[src/rtl/minbd_side_buffer.sv]
// MinBD side buffer: a circular FIFO that captures flits pulled out of the
// router pipeline and reinjects the head flit whenever the pipeline reports
// a free slot. A full-duration timer raises redirect_req when the buffer has
// been full long enough to risk livelock.
module minbd_side_buffer #(
   parameter int unsigned FLIT_W       = 64,
   parameter int unsigned DEPTH        = 4,
   parameter int unsigned REDIR_THRESH = 8,
   localparam int unsigned CNT_W       = $clog2(DEPTH) + 1
) (
   input  logic              clk,
   input  logic              reset,
   input  logic              wr_valid,
   input  logic [FLIT_W-1:0] wr_flit,
   output logic              wr_ready,
   input  logic              slot_free,
   output logic              rd_valid,
   output logic [FLIT_W-1:0] rd_flit,
   output logic              rd_pop,
   output logic [CNT_W-1:0]  count,
   output logic              redirect_req,
   output logic              overflow_err
);

   localparam int unsigned PTR_W = $clog2(DEPTH);
   // Timer only needs to reach REDIR_THRESH, where it saturates.
   localparam int unsigned TMR_W = $clog2(REDIR_THRESH + 1);

   logic [FLIT_W-1:0] mem [DEPTH];

   logic [PTR_W-1:0] wr_ptr_q, wr_ptr_d;
   logic [PTR_W-1:0] rd_ptr_q, rd_ptr_d;
   logic [CNT_W-1:0] count_q, count_d;
   logic [TMR_W-1:0] full_cnt_q, full_cnt_d;
   logic             overflow_q, overflow_d;

   logic full;
   logic empty;
   logic push;
   logic pop;

   // Status flags and handshake decode from registered occupancy.
   always_comb begin
      full  = (count_q == CNT_W'(DEPTH));
      empty = (count_q == '0);
      // Push is gated by the registered full flag, so a simultaneous pop
      // while full cannot make room for a write in the same cycle.
      push  = wr_valid & ~full;
      pop   = ~empty & slot_free;
   end

   // Next-state for pointers, occupancy, full timer and sticky overflow.
   always_comb begin
      wr_ptr_d   = wr_ptr_q;
      rd_ptr_d   = rd_ptr_q;
      count_d    = count_q;
      full_cnt_d = full_cnt_q;
      overflow_d = overflow_q;

      // Pointers wrap naturally because DEPTH is a power of two.
      if (push) begin
         wr_ptr_d = wr_ptr_q + PTR_W'(1);
      end
      if (pop) begin
         rd_ptr_d = rd_ptr_q + PTR_W'(1);
      end

      unique case ({push, pop})
         2'b10:   count_d = count_q + CNT_W'(1);
         2'b01:   count_d = count_q - CNT_W'(1);
         default: count_d = count_q;
      endcase

      if (!full) begin
         full_cnt_d = '0;
      end else if (full_cnt_q != TMR_W'(REDIR_THRESH)) begin
         full_cnt_d = full_cnt_q + TMR_W'(1);
      end

      if (wr_valid && full) begin
         overflow_d = 1'b1;
      end
   end

   // Control state register with synchronous reset taking priority.
   always_ff @(posedge clk) begin
      if (reset) begin
         wr_ptr_q   <= '0;
         rd_ptr_q   <= '0;
         count_q    <= '0;
         full_cnt_q <= '0;
         overflow_q <= 1'b0;
      end else begin
         wr_ptr_q   <= wr_ptr_d;
         rd_ptr_q   <= rd_ptr_d;
         count_q    <= count_d;
         full_cnt_q <= full_cnt_d;
         overflow_q <= overflow_d;
      end
   end

   // Storage array; contents are deliberately not reset, and writes are
   // blocked while reset is held so an offered flit is never captured.
   always_ff @(posedge clk) begin
      if (push && !reset) begin
         mem[wr_ptr_q] <= wr_flit;
      end
   end

   // Output drive; read data is show-ahead from the head entry.
   always_comb begin
      wr_ready     = ~full;
      rd_valid     = ~empty;
      rd_flit      = mem[rd_ptr_q];
      rd_pop       = pop;
      count        = count_q;
      redirect_req = (full_cnt_q == TMR_W'(REDIR_THRESH));
      overflow_err = overflow_q;
   end

endmodule
[config.mk]
export PLATFORM = sky130hd
export DESIGN_NAME = minbd_side_buffer
export DESIGN_NICKNAME = d
export VERILOG_FILES = /design/src/rtl/minbd_side_buffer.sv
export SDC_FILE = /design/constraint.sdc
export NUM_CORES = 1
export LEC_CHECK = 0
export ABC_AREA = 1
export BUFFER_PORTS_ARGS = -buffer_cell sky130_fd_sc_hd__buf_4
export CAP_MARGIN = 15
export CELL_PAD_IN_SITES_DETAIL_PLACEMENT = 1
export CELL_PAD_IN_SITES_GLOBAL_PLACEMENT = 1
export CORE_MARGIN = 3
export CORE_UTILIZATION = 50
export DETAILED_ROUTE_END_ITERATION = 10
export PLACE_DENSITY = 0.94
export SYNTH_ARGS = -nofsm -noshare
export SYNTH_HDL_FRONTEND = slang
export SYNTH_SLANG_ARGS = --single-unit
[constraint.sdc]
create_clock -name clk -period 12.1 [get_ports clk]
set_clock_uncertainty 0.2 [all_clocks]
set_input_delay 3.025 -clock clk [delete_from_list [all_inputs] [get_ports clk]]
set_output_delay 3.025 -clock clk [all_outputs]
set_load 0.03 [all_outputs]
**Yosys cells after proc, flatten, opt, wreduce, memory -nomap -nowiden**

Memories as Yosys holds them, arrays and structs flattened. A register that Yosys moved wholly into a read port is not among the register bits.
Index checks and enable logic that the tools add are counted.

- Bits in writable memories: 256
- Register bits: 12
- Input port bits: 68
- Memories kept: 1

- $add $sub $neg: 5
- Eq/ne operators: 5
- Muxes and demuxes: 5
- Reduce and logical (&&, ||, !) cells: 6
- Bitwise operators: 4

Memory list:

| memory | words | bits a word | read ports | clocked after memory_dff | write ports | RTL line | text |
|---|---|---|---|---|---|---|---|
| mem | 4 | 64 | 1 | 1 | 1 | 29 | `logic [FLIT_W-1:0] mem [DEPTH];` |

Operators by type and width:

| cell | number |
|---|---|
| 3-bit one-hot mux with 2 select lines | 1 |
| 2-bit by 1-bit adder with 2-bit output (second input constant) | 2 |
| 4-bit by 1-bit adder with 4-bit output (second input constant) | 1 |
| 4-bit equality test (second input constant) | 1 |
| 2-bit 2-to-1 mux | 2 |
| 4-bit inequality test (second input constant) | 1 |
| 3-bit by 1-bit adder with 3-bit output (second input constant) | 1 |
| 3-bit equality test (second input constant) | 1 |
| 3-bit zero test | 1 |
| 3-bit by 1-bit subtractor with 3-bit output (second input constant) | 1 |
| 1-bit AND | 2 |
| 2-bit by 1-bit equality test with 1-bit output (second input constant) | 1 |
| 2-bit equality test (second input constant) | 1 |
| 1-bit logical AND | 2 |
| 1-bit 2-to-1 mux | 2 |
| 1-bit inverter | 2 |
| 2-bit nonzero test | 1 |
| 2-bit OR reduction | 1 |
| 1-bit zero test | 1 |

**Logic depth before layout (Yosys ltp)**

Gate-level depths: netlist of run 1.

- Depth in word-level cells: 6
- Mapped depth: 14
- Depth with buffers taken out: 14

**Worst setup path before layout of run 1**

No wires, ideal clock.

- Path kind: input to register
- Start point: input wr_valid
- End point: memory mem[0][0] (enable)
- Stages: 4
- Slack: 5.449 ns
- Arrival: 5.965 ns
- Cell sequence: inv_1 > nor2_1 > nand2_1 > nor2_1

- Cells in the longest elaborated chain, start to end: 4

RTL lines:

| element | RTL line | text |
|---|---|---|
| from (decl) | 13 | `input logic wr_valid,` |
| 1-bit AND | 48 | `push = wr_valid & ~full;` |
| 1-bit logical AND | 105 | `if (push && !reset) begin` |
| 1-bit 2-to-1 mux | 105 |  |
| 1-bit 2-to-1 mux (implied by the code) | 106 | `mem[wr_ptr_q] <= wr_flit;` |
| to (decl) | 29 |  |

No other way between the ends.

**Worst setup path in the final report of run 1**

- Start point: input slot_free
- End point: output rd_pop

- Cells in the longest elaborated chain, start to end: 1

RTL lines:

| element | RTL line | text |
|---|---|---|
| from (decl) | 16 | `input logic slot_free,` |
| 1-bit AND | 49 | `pop = ~empty & slot_free;` |
| to (decl) | 19 | `output logic rd_pop,` |

No other way between the ends.

==> summary.md, run 1 <==
| Metric | Value |
|---|---|
| Vias in the first global route | `7,060` |
| # diodes | `0` |
| Critical path capture point type | `primary output` |
| CTS Buffer Depth | `3` |
| Synth-to-layout area growth | `20.8%` |
| Fmax | `150 MHz` |
| Setup TNS | `0 ns` |
| Max_slew headroom | `25.4%` |
| Clk Latency, worst-skew pair | `0.53 ns` |
| Pleak | `4.37 nW` |
| DRT Wirelength | `25,100 um` |
| Slew Limit Fails | `0` |
| Setup bufs post-CTS | `0` |
| Final period util | `55.3%` |
| Cts bufs inserted | `28` |
| All-layer global routing usage | `22.5%` |
| CP dominant cell by count | `buf_4` |
| PwrDens | `219 mW/mm^2` |
| Root buffer cell | `clkbuf_16` |
| Launch point of the worst reg-to-reg path | `count[1]` |
| Peak VDD IR | `0.000174 V` |
| # clock sinks | `270` |
| Worst path cell trace | `buf_4 > nand2_1 > inv_1 > buf_4` |
| Sequential-to-total area share from yosys stat | `78.0%` |
| Setup violators final | `0` |
| CTS tree | `built` |
| Fill cells | `1,896` |
| Non-filler cells, final | `1,143` |
| Reg clk slew, reported paths | `0.06 ns` |
| Die X | `149 um` |
| DIE HEIGHT | `149 um` |
| # rows | `51` |
| Initial drt markers | `439` |
| Largest net degree at the start of global routing | `99` |
| Vias per std cell | `5.59` |
| Tightest Pin Transition | `1.12 ns` |
| Minimum clock period | `6.69 ns` |
| Critical path class | `in -> out` |
| CP max-delay cell | `buf_4` |
| Share of layout cells above drive strength 1 | `22.6%` |
| Worst Setup Start Kind | `input pin` |
| Crit path from | `slot_free` |
| RSZ-0062 raised after global routing | `no` |
| CP max FO | `3` |
| Pre-Repair DR Iteration Count | `6` |
| Core Footprint | `0.0198 mm^2` |
| Mapped Area | `0.0102 mm^2` |
| Initial antenna violation count | `0` |
| Post-Syn Nets | `796` |
| Initial core utilization | `51.6%` |
| CP arrival | `3.46 ns` |
| Gates resized, CTS repair | `0` |
| Port Buffer Count | `139` |
| MaxCap Viol Count | `0` |
| Post-Syn Area per Cell | `14.2 um^2` |
| Total die area | `0.0222 mm^2` |
| Hold Buf Count CTS | `0` |
| Critical Path RT | `8.88 ns` |
| Final net count | `932` |
| First-pass GRT wire length | `39,000 um` |
| H-tree depth | `1` |
| Drt wl/cell | `21.9 um` |
| Mapped Cells | `720` |
| Max incr delay on CP | `0.17 ns` |
| Post-DP HPWL | `14,500 um` |
| Placed cell count | `1,091` |
| Drt drc | `0` |
| #FFs+latches synth | `270` |
| Final hold violation count | `0` |
| Grt ovf | `0` |
| Vias | `6,391` |
| Yosys synthesis warning count | `0` |
| Antenna viol nets, final | `0` |
| Status | `finished clean` |
| Class of the worst hold path | `reg -> reg` |
| Synth cell types | `23` |
| Top Ports | `140` |
| Final Wtd Congestion | `0.715` |
| Launch point of the worst hold path | `overflow_err` |
==> power by group <==
part	total, W	internal, W	switching (W)
clock network	0.000854	0.000510	0.000344
logic	0.000729	0.000227	0.000501
registers	0.00111	0.00108	0.0000351
==> Yosys cell counts <==
cell type / instances / area [um^2]
edfxtp_1: 256 / 7690
nor2_1: 142 / 533
o21ai_0: 75 / 375
o22ai_1: 64 / 400
o21ai_1: 56 / 280
nand2_1: 23 / 86.3
inv_1: 21 / 78.8
clkbuf_1: 18 / 67.6
dfxtp_1: 14 / 280
buf_6: 13 / 146
a21oi_1: 8 / 40.0
ha_1: 7 / 87.6
buf_4: 6 / 45.0
nand3_1: 5 / 25.0
clkbuf_2: 3 / 15.0
clkinv_1: 2 / 7.51
buf_2: 1 / 5.00
fa_1: 1 / 20.0
inv_2: 1 / 3.75
nand3b_1: 1 / 7.51
nor3_1: 1 / 5.00
or2_2: 1 / 6.26
xnor2_1: 1 / 8.76
==> registers in the layout, indices dropped and copies added (netlist names), named ones only <==
name / cells
mem: 256
full_cnt_q: 4
count: 3
rd_ptr_q: 2
wr_ptr_q: 2
overflow_err: 1
==> worst max-delay path: cells and delay by family <==
kind          cells  cell delay (ns)
buf+inv           3             0.36
simple gates      1             0.08
==> final cells by class <==
cell class | instances | area, um^2 | area share, %
clock buffers | 45 | 867 | 7.03
clock inverters | 7 | 62.6 | 0.507
repair buffers | 147 | 1100 | 8.95
inverters | 24 | 92.6 | 0.751
flip-flops and latches | 270 | 7970 | 64.6
well taps | 265 | 332 | 2.69
multi-input cells | 385 | 1910 | 15.4
==> worst paths after layout <==
path	end	slack, ns	cells past startpoint
hold reg to reg	overflow_err	0.29	2
hold / removal	overflow_err	0.29	2
setup reg to reg	mem[3][50]	8.77	7
setup / recovery	rd_pop	5.41	4
==> per-layer routing <==
metal / GRT usage, % / part of all wire [%]
met1: 28.1 / 40
met2: 41.3 / 53
met5: 0 / 0
met3: 3.92 / 5.1
met4: 4.94 / 1.5
==> per-stage QoR <==
stage	worst slack (ns)	total power, W	util [%]	hold slack (ns)	cell area [um^2]
3_3_place_gp	5.42	0.00183	57.7	0.254	11400
5_1_grt	5.39	0.00281	62.4	0.324	12300
2_1_floorplan	5.45	0.00161	-	0.253	10200
4_1_cts	5.41	0.00271	62.4	0.292	12300
6_report	5.41	0.00270	62.4	0.293	12300
3_5_place_dp	5.41	0.00186	57.7	0.274	11400
==> placed cells by master (no fill, tap or decap), drive strengths merged <==
master and count:
or2 1, xnor2 1, clkinv 7, nor2 142, edfxtp 256, clkbuf 45, buf 147, bufinv 1
ha 7, fa 1, nand3b 1, nand2 23, dfxtp 14, inv 23, a21oi 8, nor3 1
nand3 5, o22ai 64, o21ai 131
==> kinds of logic (layout without fill, tap and decap cells) <==
family                     count (synthesis)  after routing  share of synthesized area (%)
and+or+nand+nor                          173            173                           6.49
adders and majority gates                  8              8                           1.05
buffers and inverters                     65            223                           3.61
AOI/OAI and AO/OA                        203            203                           10.7
xor gates and xnor gates                   1              1                         0.0858
DFF                                      270            270                           78.0
(Power assumes the default switching activity.)
==> run 2, diff against run 1 <==
--- a/config.mk
+++ b/config.mk
@@ -11,9 +11,9 @@
 export CELL_PAD_IN_SITES_DETAIL_PLACEMENT = 1
 export CELL_PAD_IN_SITES_GLOBAL_PLACEMENT = 1
 export CORE_MARGIN = 3
-export CORE_UTILIZATION = 50
+export CORE_UTILIZATION = 42
 export DETAILED_ROUTE_END_ITERATION = 10
-export PLACE_DENSITY = 0.94
+export PLACE_DENSITY = 0.86
 export SYNTH_ARGS = -nofsm -noshare
 export SYNTH_HDL_FRONTEND = slang
 export SYNTH_SLANG_ARGS = --single-unit
==> constraint.sdc (replaced) <==
create_clock -name clk -period 5.9 [get_ports clk]
set_clock_uncertainty 0.2 [all_clocks]
set_input_delay 1.475 -clock clk [delete_from_list [all_inputs] [get_ports clk]]
set_output_delay 1.475 -clock clk [all_outputs]
set_load 0.03 [all_outputs]
==> summary.md, run 2 (same netlist as run 1, synthesis figures left out) <==
| Metric | Value |
|---|---|
| Minimum clock period | `4.48 ns` |
| Worst path cell trace | `inv_4 > buf_4 > nor2_1 > o22ai_1 > buf_4` |
| RSZ-0062 raised after global routing | `no` |
| Max reg flops | `256 (unchanged)` |
| Hold Slack | `0.287 ns (-0.00591 ns)` |
| Pre-Repair DR Iteration Count | `6 (unchanged)` |
| Clk Latency, worst-skew pair | `0.52 ns (about the same)` |
| # diodes | `0 (unchanged)` |
| Final net count | `936 (+0.43%)` |
| CTS Buffer Depth | `3 (unchanged)` |
| Vias per std cell | `5.28 (-5.5%)` |
| Commonest cells after routing, fill and taps aside | `edfxtp_1, buf_4, nor2_1` |
| Grt ovf | `0 (unchanged)` |
| Fill cells | `2,378 (+25%)` |
| Share of layout cells above drive strength 1 | `22.9% (+0.35 points)` |
| Largest net degree at the start of global routing | `97 (-2.0%)` |
| Die X | `162 um (+8.7%)` |
| Setup TNS | `0 ns (unchanged)` |
| Synth-to-layout area growth | `22.1%` |
| CP max-delay cell | `inv_4` |
| Critical path class | `reg -> out` |
| PwrDens | `448 mW/mm^2 (+110%)` |
| Max_slew headroom | `31.1% (+5.8 points)` |
| Max incr delay on CP | `0.74 ns (+0.57 ns)` |
| Core Footprint | `0.0237 mm^2 (+20%)` |
| CTS tree | `built` |
| Drt wl/cell | `20.8 um (-5.4%)` |
| Top reg by flops | `mem` |
| DRT Wirelength | `24,900 um (-0.61%)` |
| Hold Buf Count CTS | `0 (unchanged)` |
| CP delay by family, top | `buffers and inverters` |
| Tightest Pin Transition | `1.03 ns (-0.0865 ns)` |
| Critical Path RT | `4.22 ns (-4.66 ns)` |
| Fmax | `223 MHz` |
| CP arrival | `2.80 ns (-0.66 ns)` |
| Vias in the first global route | `6,995 (-0.92%)` |
| # rows | `56 (+9.8%)` |
| Gates resized, CTS repair | `0 (unchanged)` |
| Peak VDD IR | `0.000256 V (+47%)` |
| Pleak | `4.40 nW (+0.78%)` |
| Final Wtd Congestion | `0.741 (+3.7%)` |
| Commonest non-fill, non-tap cell in the layout | `edfxtp_1` |
| All-layer global routing usage | `18.7% (-3.8 points)` |
| Class of the worst hold path | `reg -> reg` |
| Cts bufs inserted | `28 (unchanged)` |
| Status | `finished clean` |
| Reg clk slew, reported paths | `0.06 ns (about the same)` |
| Final hold violation count | `0 (unchanged)` |
| Setup violators final | `0 (unchanged)` |
| Antenna viol nets, final | `0 (unchanged)` |
| DIE HEIGHT | `162 um (+8.7%)` |
| Drt drc | `0 (unchanged)` |
| Final period util | `75.9%` |
| Total die area | `0.0262 mm^2 (+18%)` |
| First-pass GRT wire length | `38,800 um (-0.46%)` |
| Worst path bufs/invs | `3 (unchanged)` |
| Worst Setup Start Kind | `flop` |
| MaxCap Viol Count | `0 (unchanged)` |
| # clock sinks | `270 (unchanged)` |
| Critical path capture point type | `primary output` |
| Port Buffer Count | `139 (unchanged)` |
| Root buffer cell | `clkbuf_16` |
| H-tree depth | `1 (unchanged)` |
| Vias | `6,343 (-0.75%)` |
| Setup bufs post-CTS | `0 (unchanged)` |
| Slew Limit Fails | `0 (unchanged)` |
| Initial core utilization | `43.1% (-8.5 points)` |
| Top Ports | `140 (unchanged)` |
| CP dominant cell by count | `buf_4` |
| CP max FO | `96 (+93)` |
| Initial antenna violation count | `2 (+2)` |
| Post-DP HPWL | `15,300 um (+5.3%)` |
| Initial drt markers | `484 (+10%)` |
## run 2: changes by cell type in the layout (fill, tap and decap cells not counted), moves of 2 or more
cell and change:
clkbuf_8 -6, buf_4 +4, bufinv_16 +4, clkbuf_1 -4
clkinv_1 +4, clkinv_2 +2
## run 2: layout make-up
| class | instances | area (um^2) | area share (%) |
|---|---|---|---|
| clock buffer | 34 | 744 | 5.97 |
| clock inverter | 18 | 218 | 1.75 |
| inverter | 24 | 92.6 | 0.743 |
| multi-input combinational | 385 | 1910 | 15.3 |
| sequential | 270 | 7970 | 64.0 |
| tap | 319 | 399 | 3.20 |
| timing repair buffer | 151 | 1130 | 9.09 |
## run 2: metrics by stage
stage	util, %	cells	total power [W]	area (um^2)	setup slack [ns]
floorplan	-	720	0.00329	10200	0.799
global placement	48.6	1149	0.00376	11500	2.03
detailed placement	48.6	1149	0.00382	11500	1.94
CTS	52.6	1201	0.00565	12500	1.38
global route	52.6	1201	0.00585	12500	1.20
finish	52.6	1201	0.00559	12500	1.42
## run 2: final timing paths
check        cells after the start  slack [ns]            to          from
max                              5        1.42   rd_flit[12]          flop
min                              2        0.29  overflow_err  overflow_err
min reg2reg                      2        0.29  overflow_err  overflow_err
max reg2reg                      7        3.08    mem[0][31]      count[1]
## run 2: layer usage
| metal | track usage [%] | routed length [um] | vias up |
|---|---|---|---|
| met5 | 0 | 27 | - |
| met4 | 4.96 | 470 | 4 |
| met3 | 4.82 | 1660 | 32 |
| met2 | 32.7 | 12700 | 158 |
| met1 | 23.2 | 10100 | 3200 |
| li1 | - | - | 2949 |
## run 2: worst min-delay path, stage by stage, from the launching register on
cell and delay [ns]:
dfxtp_1 0.34, nand2_1 0.06, o21ai_0 0.05
## run 2: power breakdown
| group | leakage (nW) | total [W] | internal [W] | switching [W] |
|---|---|---|---|---|
| clock network | 0.471 | 0.00182 | 0.00112 | 0.000701 |
| registers | 2.44 | 0.00227 | 0.00221 | 0.0000609 |
| logic | 1.49 | 0.00150 | 0.000467 | 0.00103 |
==> run 3, diff against run 2 <==
--- a/config.mk
+++ b/config.mk
@@ -11,9 +11,9 @@
 export CELL_PAD_IN_SITES_DETAIL_PLACEMENT = 1
 export CELL_PAD_IN_SITES_GLOBAL_PLACEMENT = 1
 export CORE_MARGIN = 3
-export CORE_UTILIZATION = 42
+export CORE_UTILIZATION = 47
 export DETAILED_ROUTE_END_ITERATION = 10
-export PLACE_DENSITY = 0.86
+export PLACE_DENSITY = 0.9
 export SYNTH_ARGS = -nofsm -noshare
 export SYNTH_HDL_FRONTEND = slang
 export SYNTH_SLANG_ARGS = --single-unit
==> constraint.sdc (replaced) <==
create_clock -name clk -period 4.5 [get_ports clk]
set_clock_uncertainty 0.2 [all_clocks]
set_input_delay 1.125 -clock clk [delete_from_list [all_inputs] [get_ports clk]]
set_output_delay 1.125 -clock clk [all_outputs]
set_load 0.03 [all_outputs]
==> summary.md, run 3 (same netlist as run 1, synthesis figures left out) <==
| Metric | Value |
|---|---|
| Status | `finished clean` |
| Max incr delay on CP | `0.51 ns (-0.23 ns)` |
| Worst path cell trace | `inv_4 > buf_4 > o21ai_1 > o22ai_1 > buf_4` |
| CP max FO | `67 (-30%)` |
| Synth-to-layout area growth | `22.1% (about the same)` |
| Core Footprint | `0.0212 mm^2 (-11%)` |
| PwrDens | `590 mW/mm^2 (+32%)` |
| RSZ-0062 raised after global routing | `no` |
| DRT Wirelength | `24,500 um (-1.9%)` |
| Initial core utilization | `48.3% (+5.2 points)` |
| Design area | `0.0125 mm^2 (about the same)` |
| CP dominant cell by count | `buf_4` |
| Post-DP HPWL | `14,200 um (-7.2%)` |
| Port Buffer Count | `139 (unchanged)` |
| Antenna viol nets, final | `0 (unchanged)` |
| Fill cells | `2,080 (-13%)` |
| Max reg flops | `256 (unchanged)` |
| Tightest Pin Transition | `0.805 ns (-0.228 ns)` |
| Clk Latency, worst-skew pair | `0.52 ns (about the same)` |
| Vias in the first global route | `7,177 (+2.6%)` |
| Setup TNS | `0 ns (unchanged)` |
| All-layer global routing usage | `20.5% (+1.8 points)` |
| Pint | `0.00500 W (+32%)` |
| Vias per std cell | `5.55 (+5.2%)` |
| CTS tree | `built` |
| Initial antenna violation count | `0 (-2)` |
| Critical path capture point type | `primary output` |
| Minimum clock period | `3.72 ns` |
| Pre-Repair DR Iteration Count | `4 (-2)` |
| CTS Buffer Depth | `3 (unchanged)` |
| Root buffer cell | `clkbuf_16` |
| Initial drt markers | `421 (-13%)` |
| Peak VDD IR | `0.000377 V (+47%)` |
| Multi-input gate area | `0.00191 mm^2 (unchanged)` |
| CP arrival | `2.40 ns (-0.40 ns)` |
| Die X | `153 um (-5.3%)` |
| Worst Setup Start Kind | `flop` |
| Max_slew headroom | `46.4% (+15 points)` |
| Area after DPL | `0.0115 mm^2 (-0.11%)` |
| Grt ovf | `0 (unchanged)` |
| Setup violators final | `0 (unchanged)` |
| Cts bufs inserted | `28 (unchanged)` |
| Slew Limit Fails | `0 (unchanged)` |
| Register area | `0.00797 mm^2 (unchanged)` |
| DIE HEIGHT | `153 um (-5.3%)` |
| Final Wtd Congestion | `0.717 (-3.2%)` |
| Psw | `0.00236 W (+32%)` |
| Final net count | `935 (-0.11%)` |
| Total die area | `0.0235 mm^2 (-10%)` |
| Pleak | `4.41 nW (+0.28%)` |
| Gates resized, CTS repair | `0 (unchanged)` |
| Hold Slack | `0.277 ns (-0.0107 ns)` |
| Critical path class | `reg -> out` |
| MaxCap Viol Count | `0 (unchanged)` |
| Top reg by flops | `mem` |
| CP max-delay cell | `inv_4` |
| Reg clk slew, reported paths | `0.06 ns (about the same)` |
| Final hold violation count | `0 (unchanged)` |
| Commonest cells after routing, fill and taps aside | `edfxtp_1, buf_4, nor2_1` |
| Hold Buf Count CTS | `0 (unchanged)` |
| Critical Path RT | `3.17 ns (-1.05 ns)` |
| Top Ports | `140 (unchanged)` |
| Setup bufs post-CTS | `0 (unchanged)` |
| Largest net degree at the start of global routing | `83 (-14%)` |
| Clock network power share | `32.5% (about the same)` |
| Drt wl/cell | `21.2 um (+2.0%)` |
| # rows | `53 (-5.4%)` |
| First-pass GRT wire length | `38,400 um (-1.0%)` |
| # clock sinks | `270 (unchanged)` |
| # diodes | `0 (unchanged)` |
| Share of layout cells above drive strength 1 | `23.0% (+0.14 points)` |
| Fmax | `269 MHz` |
| Final period util | `82.7%` |
| Comb power frac | `27.4% (+0.6 points)` |
| H-tree depth | `1 (unchanged)` |
| Drt drc | `0 (unchanged)` |
| Switch share | `32.1% (about the same)` |
| Final Util | `59.0% (+6.3 points)` |
| Class of the worst hold path | `reg -> reg` |
| Sequential Power Share | `40.1% (-0.6 points)` |
| Commonest non-fill, non-tap cell in the layout | `edfxtp_1` |
| Vias | `6,420 (+1.2%)` |
run 3: cell count changes in the layout (fill, tap and decap cells not counted):
| cell | previous run | this run |
|---|---|---|
| buf_4 | 151 | 146 |
| buf_12 | 0 | 4 |
| clkbuf_8 | 0 | 4 |
| clkinv_1 | 6 | 4 |
| bufinv_16 | 5 | 4 |
| clkinv_2 | 6 | 5 |
| clkinv_8 | 0 | 1 |
| inv_8 | 1 | 0 |
run 3: stage by stage:
| stage | setup WS [ns] | std cells | power [W] |
|---|---|---|---|
| after global placement | 1.43 | 1104 | 0.00494 |
| final | 0.777 | 1156 | 0.00736 |
| after global routing | 0.627 | 1156 | 0.00768 |
| after CTS | 0.773 | 1156 | 0.00744 |
| after floorplan | -0.251 | 720 | 0.00432 |
| after detailed placement | 1.34 | 1104 | 0.00503 |
run 3: final timing paths:
path	start	end	slack, ns	depth (start not counted)
worst min-delay path	overflow_err	overflow_err	0.28	2
worst max-delay path	flop	rd_flit[46]	0.78	5
worst min register to register	overflow_err	overflow_err	0.28	2
worst max register to register	count[0]	mem[1][12]	2.22	7
run 3: final cells by class:
class | instances | area share (%)
Multi-Input combinational cell | 385 | 15.3
Tap cell | 275 | 2.76
Clock inverter | 14 | 1.44
Sequential cell | 270 | 63.9
Timing Repair Buffer | 150 | 9.43
Clock buffer | 38 | 6.41
Inverter | 24 | 0.742
run 3: power groups by stage:
| stage | Combinational (W) | Clock [W] | Sequential [W] |
|---|---|---|---|
| final | 0.00201 | 0.00239 | 0.00295 |
| after CTS | 0.00204 | 0.00245 | 0.00295 |
| after global placement | 0.00195 | 0 | 0.00299 |
| after detailed placement | 0.00202 | 0 | 0.00300 |
| after global routing | 0.00218 | 0.00255 | 0.00296 |
| after floorplan | 0.00130 | 0 | 0.00302 |
run 3: critical path, delay by kind of cell (launching register included):
| family | cells | cell delay, ns |
|---|---|---|
| compound gates | 2 | 0.33 |
| buf+inv | 3 | 1.11 |
| flops | 1 | 0.36 |
run 3: per-layer routing:
metal / GRT usage, % / share of wire, % / up-vias
met4: 5.05 / 1.8 / 0
met1: 25.2 / 40 / 3264
met3: 4.81 / 6.0 / 39
met5: 0 / 0 / -
met2: 36.8 / 52 / 166
li1: - / - / 2951
